$ cat config.mk
export PLATFORM = sky130hd
export DESIGN_NAME = seg7_scan_driver
export DESIGN_NICKNAME = d
export VERILOG_FILES = /design/src/rtl/seg7_scan_driver.sv
export SDC_FILE = /design/constraint.sdc
export NUM_CORES = 1
export LEC_CHECK = 0
export CORE_ASPECT_RATIO = 1.25
export CORE_UTILIZATION = 40
export DETAILED_ROUTE_END_ITERATION = 8
export SLEW_MARGIN = 10
export SYNTH_ARGS = -nofsm -noshare
export SYNTH_HDL_FRONTEND = slang
export SYNTH_SLANG_ARGS = --single-unit
$ cat constraint.sdc
create_clock -name clock_100Mhz -period 2.4 [get_ports clock_100Mhz]
set_input_delay 0.24 -clock clock_100Mhz [delete_from_list [all_inputs] [get_ports clock_100Mhz]]
set_output_delay 0.24 -clock clock_100Mhz [all_outputs]
set_load 0.01 [all_outputs]
$ cat src/rtl/seg7_scan_driver.sv
// Four-digit multiplexed 7-segment driver: extends an upstream 0-9 ones counter
// with tens/hundreds/thousands and scans the digits with optional leading-zero blanking.
module seg7_scan_driver #(
  parameter int REFRESH_DIV   = 100000,
  parameter bit BLANK_LEADING = 1'b1
) (
  input  logic       clock_100Mhz,
  input  logic       reset,
  input  logic [3:0] bcd_in,
  output logic [6:0] seg,
  output logic       dp,
  output logic [3:0] an,
  output logic       rollover
);

  localparam int              CNT_W    = $clog2(REFRESH_DIV);
  localparam logic [CNT_W-1:0] CNT_LAST = CNT_W'(REFRESH_DIV - 1);
  localparam logic [6:0]      SEG_OFF  = 7'b1111111;
  localparam logic [3:0]      AN_OFF   = 4'b1111;

  function automatic logic [6:0] seg_encode(input logic [3:0] d);
    logic [6:0] s;
    case (d)
      4'd0:    s = 7'b1000000;
      4'd1:    s = 7'b1111001;
      4'd2:    s = 7'b0100100;
      4'd3:    s = 7'b0110000;
      4'd4:    s = 7'b0011001;
      4'd5:    s = 7'b0010010;
      4'd6:    s = 7'b0000010;
      4'd7:    s = 7'b1111000;
      4'd8:    s = 7'b0000000;
      4'd9:    s = 7'b0010000;
      default: s = SEG_OFF;
    endcase
    return s;
  endfunction

  logic [3:0]       prev_ones_p0;
  logic [3:0]       tens_p0;
  logic [3:0]       hundreds_p0;
  logic [3:0]       thousands_p0;
  logic [CNT_W-1:0] refresh_cnt;
  logic [1:0]       scan_idx;
  logic [6:0]       seg_p1;
  logic [3:0]       an_p1;
  logic             rollover_p1;

  logic             carry;
  logic             upper_max;
  logic [3:0]       sel_digit;
  logic [3:0]       sel_an;
  logic             sel_blank;

  assign carry     = (prev_ones_p0 == 4'd9) && (bcd_in == 4'd0);
  assign upper_max = (tens_p0 == 4'd9) && (hundreds_p0 == 4'd9) && (thousands_p0 == 4'd9);

  // Stage p0: ones sampling, BCD carry chain and refresh/scan counters
  always_ff @(posedge clock_100Mhz or negedge reset) begin
    if (!reset) begin
      prev_ones_p0 <= 4'd0;
      tens_p0      <= 4'd0;
      hundreds_p0  <= 4'd0;
      thousands_p0 <= 4'd0;
      refresh_cnt  <= '0;
      scan_idx     <= 2'd0;
    end else begin
      prev_ones_p0 <= bcd_in;
      if (carry) begin
        if (tens_p0 == 4'd9) begin
          tens_p0 <= 4'd0;
          if (hundreds_p0 == 4'd9) begin
            hundreds_p0  <= 4'd0;
            thousands_p0 <= (thousands_p0 == 4'd9) ? 4'd0 : thousands_p0 + 4'd1;
          end else begin
            hundreds_p0 <= hundreds_p0 + 4'd1;
          end
        end else begin
          tens_p0 <= tens_p0 + 4'd1;
        end
      end
      if (refresh_cnt == CNT_LAST) begin
        refresh_cnt <= '0;
        scan_idx    <= scan_idx + 2'd1;
      end else begin
        refresh_cnt <= refresh_cnt + 1'b1;
      end
    end
  end

  // A digit is a leading zero when it and every digit above it are zero
  always_comb begin
    sel_digit = prev_ones_p0;
    sel_an    = 4'b1110;
    sel_blank = 1'b0;
    case (scan_idx)
      2'd1: begin
        sel_digit = tens_p0;
        sel_an    = 4'b1101;
        sel_blank = BLANK_LEADING && (tens_p0 == 4'd0) && (hundreds_p0 == 4'd0)
                    && (thousands_p0 == 4'd0);
      end
      2'd2: begin
        sel_digit = hundreds_p0;
        sel_an    = 4'b1011;
        sel_blank = BLANK_LEADING && (hundreds_p0 == 4'd0) && (thousands_p0 == 4'd0);
      end
      2'd3: begin
        sel_digit = thousands_p0;
        sel_an    = 4'b0111;
        sel_blank = BLANK_LEADING && (thousands_p0 == 4'd0);
      end
      default: ;
    endcase
  end

  // Stage p1: registered display outputs and wrap pulse
  always_ff @(posedge clock_100Mhz or negedge reset) begin
    if (!reset) begin
      seg_p1      <= SEG_OFF;
      an_p1       <= AN_OFF;
      rollover_p1 <= 1'b0;
    end else begin
      seg_p1      <= sel_blank ? SEG_OFF : seg_encode(sel_digit);
      an_p1       <= sel_blank ? AN_OFF : sel_an;
      rollover_p1 <= carry && upper_max;
    end
  end

  assign seg      = seg_p1;
  assign an       = an_p1;
  assign rollover = rollover_p1;
  assign dp       = 1'b1;

endmodule

==> metrics.yaml, run 1 <==
run_status:
  status: "finished, violations left"
  violations: "design-rule violations"
critical_path:
  rr_startpoint: "scan_idx[1]"
  cp.arrival_ns: 2.36
  crit_slowest_cell: "dfrtp_1"
  end_kind: "flop"
  critical-path-max-stage-delay_ns: 0.41
  ff2ff_setup_slack_ns: 0.25
  r2r_cells: 8
  critPathMaxFanout: 5
  critical_path.startpoint_type: "flop"
  reg2reg_to: "seg[3]"
  required_ns: 2.61
  crit_chain: "inv_1 -> ha_1 -> a222oi_1 -> mux2i_1 -> inv_1 -> ha_1 -> o21ai_0 -> nand4_1"
  crit_type: "flop to flop"
  startpoint: "scan_idx[1]"
clocking:
  cts_sinks: 47
  cts.clk_slew.worst_paths_ns: 0.09
  insertion_delay_ns: 0.30
  cts_tree: "built"
  cts_buffer_depth: 2
  cts-root-buf: "clkbuf_8"
  cts_hold_buf: 0
  cts_made_buffers: 5
  htreeDepth: 2
sta:
  clock-skew-final_ns: 0.0102
  slew_headroom: 0.425
  rsz0062_at_grt: "false"
  fin_crit_sh: 0.897
  slew_viol_final: 0
  setup_viol: 0
  max_freq_mhz: 464
  tightest_slew_ns: 0.863
  setup-tns-final_ns: 0
  min_period_ns: 2.15
  whs_ns: 0.0566
  hold_viol_final: 0
synth:
  avgSynthCellArea_um2: 10.9
  synthSimpleGateAreaFrac: 0.216
  synth_top_family_by_area: "simple AND/OR/NAND/NOR gates"
  synthFlopType: "dfrtp_1"
  ys_ff_latch: 47
  async_reset_ff_frac: 1.00
  synth-compound-area-share: 0.107
  synth-adder-area-share: 0.0468
  synth_nets: 236
  seq_area_frac_synth: 0.494
  yosys.area_share.xor_xnor: 0.0727
  syn_inst: 221
  ys_warn_count: 0
  synthesis.area_mm2: 0.00241
  synth_cell_type_count: 54
  synthMuxAreaShare: 0.0275
  synth-edff-count: 0
final_layout:
  area_growth_pct: 14.9
  nets: 262
  layout_commonest_cell: "dfrtp_1"
  n_antenna_cell: 0
  drive_gt1_frac: 0.173
  final.fill_count: 557
  mostFrequentLayoutCells: "36 x dfrtp_1, 17 x nand2_1, 16 x clkdlybuf4s50_1"
place:
  numPortBuffers: 17
  hpwl_um: 3270
  gp_congestion: 0.788
floorplan:
  ios: 19
  core_region_area_mm2: 0.00582
  die_w_um: 71.4
  die_h_um: 88.8
  die-area_mm2: 0.00634
  rows: 31
  start_util: 0.414
hold_path:
  hold_path.class: "input pin to async pin"
global_routing:
  antenna_found_initial: 0
  grt_pass1_vias: 1706
  grt_max_degree: 40
  grt_use_total: 0.163
  grt_pass1_wl_um: 7980
  grt-ovfl-total: 0
detailed_routing:
  ant_nets: 0
  dr.pass1.iters: 7
  routed_wl_um: 4520
  avgViaCountPerCell: 5.45
  via_count: 1710
  drc_errors: 1
  wl_per_cell_um: 14.4
  drt_iter0_markers: 72
pwr:
  p_leak_nw: 1.21
  peakVddDrop_mv: 0.363
  power_density_mw_per_mm2: 510
job:
  maxCapViolCount: 0
## cell usage after synthesis, types with 4 or more instances
| master | number | share of area |
|---|---|---|
| nor3_1 | 4 | 0.0083 |
| nand2_1 | 17 | 0.026 |
| a21oi_1 | 5 | 0.010 |
| inv_1 | 15 | 0.023 |
| nor2_1 | 11 | 0.017 |
| ha_1 | 9 | 0.047 |
| a222oi_1 | 4 | 0.017 |
| xnor2_1 | 14 | 0.051 |
| o21ai_0 | 15 | 0.031 |
| nand4_1 | 4 | 0.010 |
| xor2_1 | 6 | 0.022 |
| dfrtp_1 | 36 | 0.37 |
| nand3_1 | 10 | 0.021 |
| dfstp_2 | 11 | 0.12 |
| or3_1 | 4 | 0.010 |
## state kept, by name, indices dropped and copies added, names as in the netlist
register,flops
refresh_cnt,17
prev_ones_p0,4
thousands_p0,4
rollover,1
scan_idx,2
tens_p0,4
an,4
hundreds_p0,4
seg,7
## layout make-up
class / count / area, um^2 / area share
clock buffer: 7 / 86.3 / 0.0312
clock inverter: 1 / 5.00 / 0.00181
inverter: 15 / 56.3 / 0.0204
multi-input combinational: 155 / 1140 / 0.411
sequential: 47 / 1190 / 0.430
tap: 66 / 82.6 / 0.0299
timing repair buffer: 23 / 210 / 0.0760
## per-layer routing
layer	up-vias	GRT usage	share of wire
li1	836	-	-
met5	-	0	0
met2	32	0.274	0.50
met1	834	0.205	0.45
met4	0	0.0600	0.017
met3	8	0.0376	0.030
## cells by family (layout without fill, tap and decap cells)
group	after synthesis	after routing
and+or+nand+nor	81	81
adders and majority gates	9	9
buffers and inverters	19	46
AOI/OAI and AO/OA	38	38
other	1	1
DFF	47	47
muxes	6	6
xor gates and xnor gates	20	20
## worst max path at each step
stage | slack [ns] | endpoint
floorplan | 0.31 | seg[3]
global placement | 0.34 | seg[1]
detailed placement | 0.22 | seg[3]
CTS | 0.21 | seg[3]
global route | 0.01 | seg[6]
finish | 0.25 | seg[3]
## where the power goes
group | total (mW) | internal [mW] | switching [mW]
registers | 0.827 | 0.816 | 0.0112
logic | 0.0959 | 0.0442 | 0.0517
clock network | 0.487 | 0.233 | 0.255
## metrics by stage
step | worst slack (ns) | total power [mW] | utilization | std cells | cell area [um^2]
detailed placement | 0.217 | 0.938 | 0.457 | 304 | 2660
finish | 0.246 | 1.41 | 0.475 | 314 | 2770
floorplan | 0.306 | 0.881 | - | 221 | 2410
CTS | 0.208 | 1.43 | 0.473 | 312 | 2750
global route | 0.0125 | 1.48 | 0.475 | 314 | 2770
global placement | 0.343 | 0.936 | 0.457 | 304 | 2660
## repair_timing
action,in CTS,in global routing
resized for setup,0,0
endpoints found under the setup margin,0,1
buffers inserted,0,2
## worst max-delay path: cells and delay by family, from the launching register on
kind	cells	cell delay, ns
compound gates	2	0.33
simple gates	1	0.11
mux	1	0.35
buf+inv	2	0.26
fa+ha+maj	2	0.60
flops	1	0.41
Power figures use the tool's default switching activity.
==> inputs of run 2 (changes only) <==
Settings changed: CORE_MARGIN from default to 1.5, PLACE_DENSITY from default to 0.61.
==> run 2 against run 1 <==
Effect of this change:
- the flow now finishes without violations
- clock skew fell by 0.00070 ns
- non-clock buffer count fell by 3
- sequential power barely moved
- critical path type unchanged
- largest cell class unchanged
- largest power group unchanged
==> metrics.yaml, run 2 (synthesized netlist as in run 1, its figures left out) <==
run_status:
  status: "complete, no violations"  # was finished, violations left
critical_path:
  crit_type: "flop to flop"  # unchanged
  crit_slowest_cell: "mux2i_2"  # was dfrtp_1
  critical_path.startpoint_type: "flop"  # unchanged
  crit_family: "adder cells"  # unchanged
  critical-path-max-stage-delay_ns: 0.54  # was 0.41 ns
  critPathMaxFanout: 10  # was 5
  cp.arrival_ns: 2.44  # was 2.36 ns
  end_kind: "flop"  # unchanged
  timing.critical_path.buf_inv: 1  # was 2
  required_ns: 2.61  # about the same
  crit_top_cell: "ha_1"
  crit_chain: "inv_1 -> ha_1 -> mux2i_2 -> ha_1 -> o21ai_0 -> nand4_1"  # was inv_1 -> ha_1 -> a222oi_1 -> mux2i_1 -> inv_1 -> ha_1 -> o21ai_0 -> nand4_1
pwr:
  finalPower_mw: 1.49  # was 1.41 mW
  peakVddDrop_mv: 0.246  # was 0.363 mV
  p_leak_nw: 1.20  # was 1.21 nW
  power_density_mw_per_mm2: 537  # was 510 mW/mm^2
sta:
  slew_viol_final: 0  # unchanged
  rsz0062_at_grt: "false"  # unchanged
  tightest_slew_ns: 0.564  # was 0.863 ns
  whs_ns: 0.438  # was 0.0566 ns
  setup_slack_ns: 0.171  # was 0.246 ns
  hold_viol_final: 0  # unchanged
  min_period_ns: 2.23  # was 2.15 ns
  setup-tns-final_ns: 0  # unchanged
  fin_crit_sh: 0.929  # was 0.897
  slew_headroom: 0.614  # was 0.425
  max_freq_mhz: 449  # was 464 MHz
  setup_viol: 0  # unchanged
  clock-skew-final_ns: 0.00951  # was 0.0102 ns
place:
  place_area_mm2: 0.00266  # about the same
  hpwl_um: 3250  # was 3270 um
  gp_congestion: 0.734  # was 0.788
  place_inst: 302  # was 304
  pre_cts_ws_ns: 0.168  # was 0.217 ns
  numPortBuffers: 17  # unchanged
final_layout:
  largest_reg_flops: 17  # unchanged
  drive_gt1_frac: 0.163  # was 0.173
  final_util: 0.478  # was 0.475
  final.fill_count: 560  # was 557
  postLayoutCellArea_mm2: 0.00278  # was 0.00277 mm^2
  area_growth_pct: 15.4  # was 14.9%
  regMostFlops: "refresh_cnt"  # unchanged
  nets: 259  # was 262
  n_antenna_cell: 0  # unchanged
  finalNonFillerCells: 311  # was 314
  layout_commonest_cell: "dfrtp_1"  # unchanged
  mostFrequentLayoutCells: "36 x dfrtp_1, 17 x nand2_1, 16 x clkdlybuf4s50_1"  # unchanged
floorplan:
  core_region_area_mm2: 0.00582  # unchanged
  die_w_um: 72.4  # was 71.4 um
  die-area_mm2: 0.00650  # was 0.00634 mm^2
  rows: 31  # unchanged
  die_h_um: 89.8  # was 88.8 um
  start_util: 0.414  # unchanged
  ios: 19  # unchanged
clocking:
  insertion_delay_ns: 0.30  # about the same
  cts_tree: "built"  # unchanged
  cts_made_buffers: 5  # unchanged
  cts_buffer_depth: 2  # unchanged
  htreeDepth: 2  # unchanged
  post_cts_buffers: 0  # unchanged
  cts.clk_slew.worst_paths_ns: 0.09  # about the same
  cts_sinks: 47  # unchanged
  cts-root-buf: "clkbuf_8"  # unchanged
detailed_routing:
  met3_length_um: 156  # was 137 um
  wl_met2_um: 2100  # was 2250 um
  via_count: 1673  # was 1710
  wl_per_cell_um: 14.4  # about the same
  dr.pass1.iters: 4  # was 7
  drt_iter0_markers: 103  # was 72
  wl_met1_um: 2150  # was 2060 um
  routed_wl_um: 4470  # was 4520 um
  drc_errors: 0  # was 1
  top_layer: "met4"  # unchanged
  ant_nets: 0  # unchanged
  avgViaCountPerCell: 5.38  # was 5.45
global_routing:
  grt_max_degree: 26  # was 40
  antenna_found_initial: 0  # unchanged
  grt-ovfl-total: 0  # unchanged
  grt_use_total: 0.149  # was 0.163
  grt_pass1_wl_um: 7740  # was 7980 um
  grt_pass1_vias: 1672  # was 1706
hold_path:
  hold_path.class: "input pin to async pin"  # unchanged
job:
  maxCapViolCount: 0  # unchanged
-- run 2: cell types whose count changed in the layout (fill, tap and decap cells not counted), sizes merged --
| cell | previous run | this run |
|---|---|---|
| buf | 7 | 3 |
| clkbuf | 7 | 5 |
| bufinv | 0 | 1 |
| clkinv | 1 | 2 |
| dlygate4sd3 | 0 | 1 |
-- run 2: path summary, 6_finish.rpt --
check                                from         endpoint  slack, ns  cells after the start
min in group clock_100Mhz       bcd_in[0]  prev_ones_p0[0]       0.46                      1
hold reg to reg            refresh_cnt[0]   refresh_cnt[0]       0.49                      1
hold / removal                      reset   refresh_cnt[8]       0.44                      2
setup reg to reg              scan_idx[0]           seg[3]       0.17                      6
max in group asynchronous           reset            an[0]       1.38                      3
setup / recovery              scan_idx[0]           seg[3]       0.17                      6
-- run 2: final cells by class --
cell class                 instances  area, um^2  area share
tap                               66        82.6      0.0297
timing repair buffer              20         203      0.0729
clock buffer                       5        68.8      0.0248
clock inverter                     3        38.8      0.0140
inverter                          15        56.3      0.0203
sequential                        47        1190       0.428
multi-input combinational        155        1140       0.410
-- run 2: timing repair --
action,CTS,global route
gates resized for setup,0,1
hold endpoints to repair,12,0
hold buffers,1,0
setup endpoints to repair,0,2
-- run 2: where the power goes --
| part | total, mW | switching [mW] | internal, mW |
|---|---|---|---|
| combinational | 0.0969 | 0.0513 | 0.0457 |
| clock | 0.569 | 0.264 | 0.305 |
| sequential | 0.827 | 0.0108 | 0.816 |
-- run 2: layer usage --
| layer | GRT usage | vias to the layer above |
|---|---|---|
| li1 | - | 832 |
| met1 | 0.204 | 809 |
| met2 | 0.236 | 26 |
| met3 | 0.0303 | 6 |
| met4 | 0.0440 | 0 |
| met5 | 0 | - |
==> inputs of run 3 (changes only) <==
Settings changed: CORE_ASPECT_RATIO 1.25 to default, CTS_BUF_LIST from default to sky130_fd_sc_hd__clkbuf_8 sky130_fd_sc_hd__clkbuf_16, CTS_CLUSTER_DIAMETER from default to 50.
==> run 3 against run 2 <==
Effect of this change:
- worst hold slack lost 0.0038 ns
- critical path depth grew 1
- die area is essentially flat
- largest power group unchanged
- highest routed layer unchanged
==> metrics.yaml, run 3 (synthesized netlist as in run 1, its figures left out) <==
clocking:
  cts-root-buf: "clkbuf_8"  # unchanged
  cts_tree: "built"  # unchanged
  cts_buffer_depth: 2  # unchanged
  cts.clk_slew.worst_paths_ns: 0.08  # was 0.09 ns
  insertion_delay_ns: 0.30  # about the same
  cts_made_buffers: 5  # unchanged
  post_cts_buffers: 0  # unchanged
  cts_sinks: 47  # unchanged
  htreeDepth: 2  # unchanged
floorplan:
  die_h_um: 80.6  # was 89.8 um
  start_util: 0.412  # was 0.414
  die_w_um: 80.6  # was 72.4 um
  ios: 19  # unchanged
  rows: 28  # was 31
  die-area_mm2: 0.00650  # about the same
  core_region_area_mm2: 0.00585  # was 0.00582 mm^2
final_layout:
  seqCellArea_mm2: 0.00119  # unchanged
  final_util: 0.474  # was 0.478
  n_antenna_cell: 0  # unchanged
  nets: 261  # was 259
  area_growth_pct: 15.2  # was 15.4%
  regMostFlops: "refresh_cnt"  # unchanged
  final.fill_count: 530  # was 560
  largest_reg_flops: 17  # unchanged
  multi_input_area_mm2: 0.00115  # was 0.00114 mm^2
  drive_gt1_frac: 0.166  # was 0.163
  layout_commonest_cell: "dfrtp_1"  # unchanged
  mostFrequentLayoutCells: "36 x dfrtp_1, 17 x nand2_1, 17 x inv_1"  # was 36 x dfrtp_1, 17 x nand2_1, 16 x clkdlybuf4s50_1
job:
  maxCapViolCount: 0  # unchanged
sta:
  whs_ns: 0.434  # was 0.438 ns
  slew_viol_final: 0  # unchanged
  tightest_slew_ns: 0.552  # was 0.564 ns
  clock-skew-final_ns: 0.00387  # was 0.00951 ns
  fin_crit_sh: 0.919  # was 0.929
  min_period_ns: 2.20  # was 2.23 ns
  hold_viol_final: 0  # unchanged
  setup-tns-final_ns: 0  # unchanged
  max_freq_mhz: 454  # was 449 MHz
  rsz0062_at_grt: "false"  # unchanged
  slew_headroom: 0.622  # was 0.614
  setup_viol: 0  # unchanged
global_routing:
  grt_use_total: 0.156  # was 0.149
  grt-ovfl-total: 0  # unchanged
  grt_pass1_wl_um: 7730  # was 7740 um
  antenna_found_initial: 0  # unchanged
  grt_pass1_vias: 1641  # was 1672
  grt_max_degree: 23  # was 26
detailed_routing:
  routed_wl_um: 4430  # was 4470 um
  via_count: 1705  # was 1673
  drt_iter0_markers: 64  # was 103
  avgViaCountPerCell: 5.30  # was 5.38
  ant_nets: 0  # unchanged
  wl_met1_um: 2070  # was 2150 um
  wl_per_cell_um: 13.7  # was 14.4 um
  top_layer: "met4"  # unchanged
  drc_errors: 0  # unchanged
  wl_met2_um: 2120  # was 2100 um
  dr.pass1.iters: 5  # was 4
  met3_length_um: 175  # was 156 um
critical_path:
  critPathMaxFanout: 8  # was 10
  rr_startpoint: "scan_idx[0]"  # unchanged
  ff2ff_setup_slack_ns: 0.20  # was 0.17 ns
  end_kind: "flop"  # unchanged
  required_ns: 2.61  # about the same
  crit_type: "flop to flop"  # unchanged
  r2r_cells: 7  # was 6
  critical_path.startpoint_type: "flop"  # unchanged
  cp.arrival_ns: 2.42  # was 2.44 ns
  reg2reg_to: "seg[3]"  # unchanged
  startpoint: "scan_idx[0]"  # unchanged
hold_path:
  hold_path.class: "input pin to async pin"  # unchanged
pwr:
  p_leak_nw: 1.20  # about the same
  power_density_mw_per_mm2: 496  # was 537 mW/mm^2
  peakVddDrop_mv: 0.294  # was 0.246 mV
place:
  numPortBuffers: 17  # unchanged
  gp_congestion: 0.851  # was 0.734
  hpwl_um: 3250  # about the same
run_status:
  status: "complete, no violations"  # unchanged
run 3: cell types whose count changed in the layout (fill, tap and decap cells not counted), sizes merged:
cell	delta
buf	+2
bufinv	-1
clkinv	-1
inv	+2
run 3: critical path: stages (launching register included):
cell and delay (ns):
dfrtp_1 0.41, inv_1 0.14, ha_1 0.47, mux2i_2 0.40
inv_1 0.11, ha_1 0.31, o21ai_0 0.17, nand4_1 0.11
run 3: worst max-delay path by stage:
| stage | end | cells after the start | slack [ns] |
|---|---|---|---|
| global route | seg[3] | 7 | 0.03 |
| detailed placement | seg[3] | 7 | 0.18 |
| finish | seg[3] | 7 | 0.20 |
| global placement | seg[3] | 7 | 0.28 |
| floorplan | seg[3] | 8 | 0.31 |
| CTS | seg[3] | 7 | 0.16 |
run 3: metal layers:
layer,GRT usage,up-vias
li1,-,837
met1,0.196,830
met4,0.0534,0
met3,0.0420,7
met5,0,-
met2,0.258,31
run 3: repair_timing:
action / 4_1_cts / 5_1_grt
endpoints found under the setup margin: 0 / 1
hold buffers: 1 / 0
gates resized for setup: 0 / 2
endpoints found under the hold margin: 17 / 0
run 3: final cells by class:
type,instances,area share
inverters,15,0.0203
flip-flops and latches,47,0.429
multi-input cells,155,0.414
clock inverters,3,0.00451
repair buffers,22,0.0739
clock buffers,5,0.0248
well taps,75,0.0338
run 3: power by group:
part | total (mW) | internal [mW] | switching [mW]
registers | 0.828 | 0.816 | 0.0114
clock network | 0.453 | 0.196 | 0.257
logic | 0.0956 | 0.0451 | 0.0505
run 3: per-stage QoR:
stage | setup slack [ns] | power, mW | cell area [um^2] | instances
after floorplan | 0.306 | 0.881 | 2410 | 221
after global routing | 0.0309 | 1.45 | 2780 | 322
final | 0.195 | 1.38 | 2780 | 322
after global placement | 0.275 | 0.937 | 2670 | 313
after detailed placement | 0.181 | 0.938 | 2670 | 313
after CTS | 0.161 | 1.40 | 2760 | 322
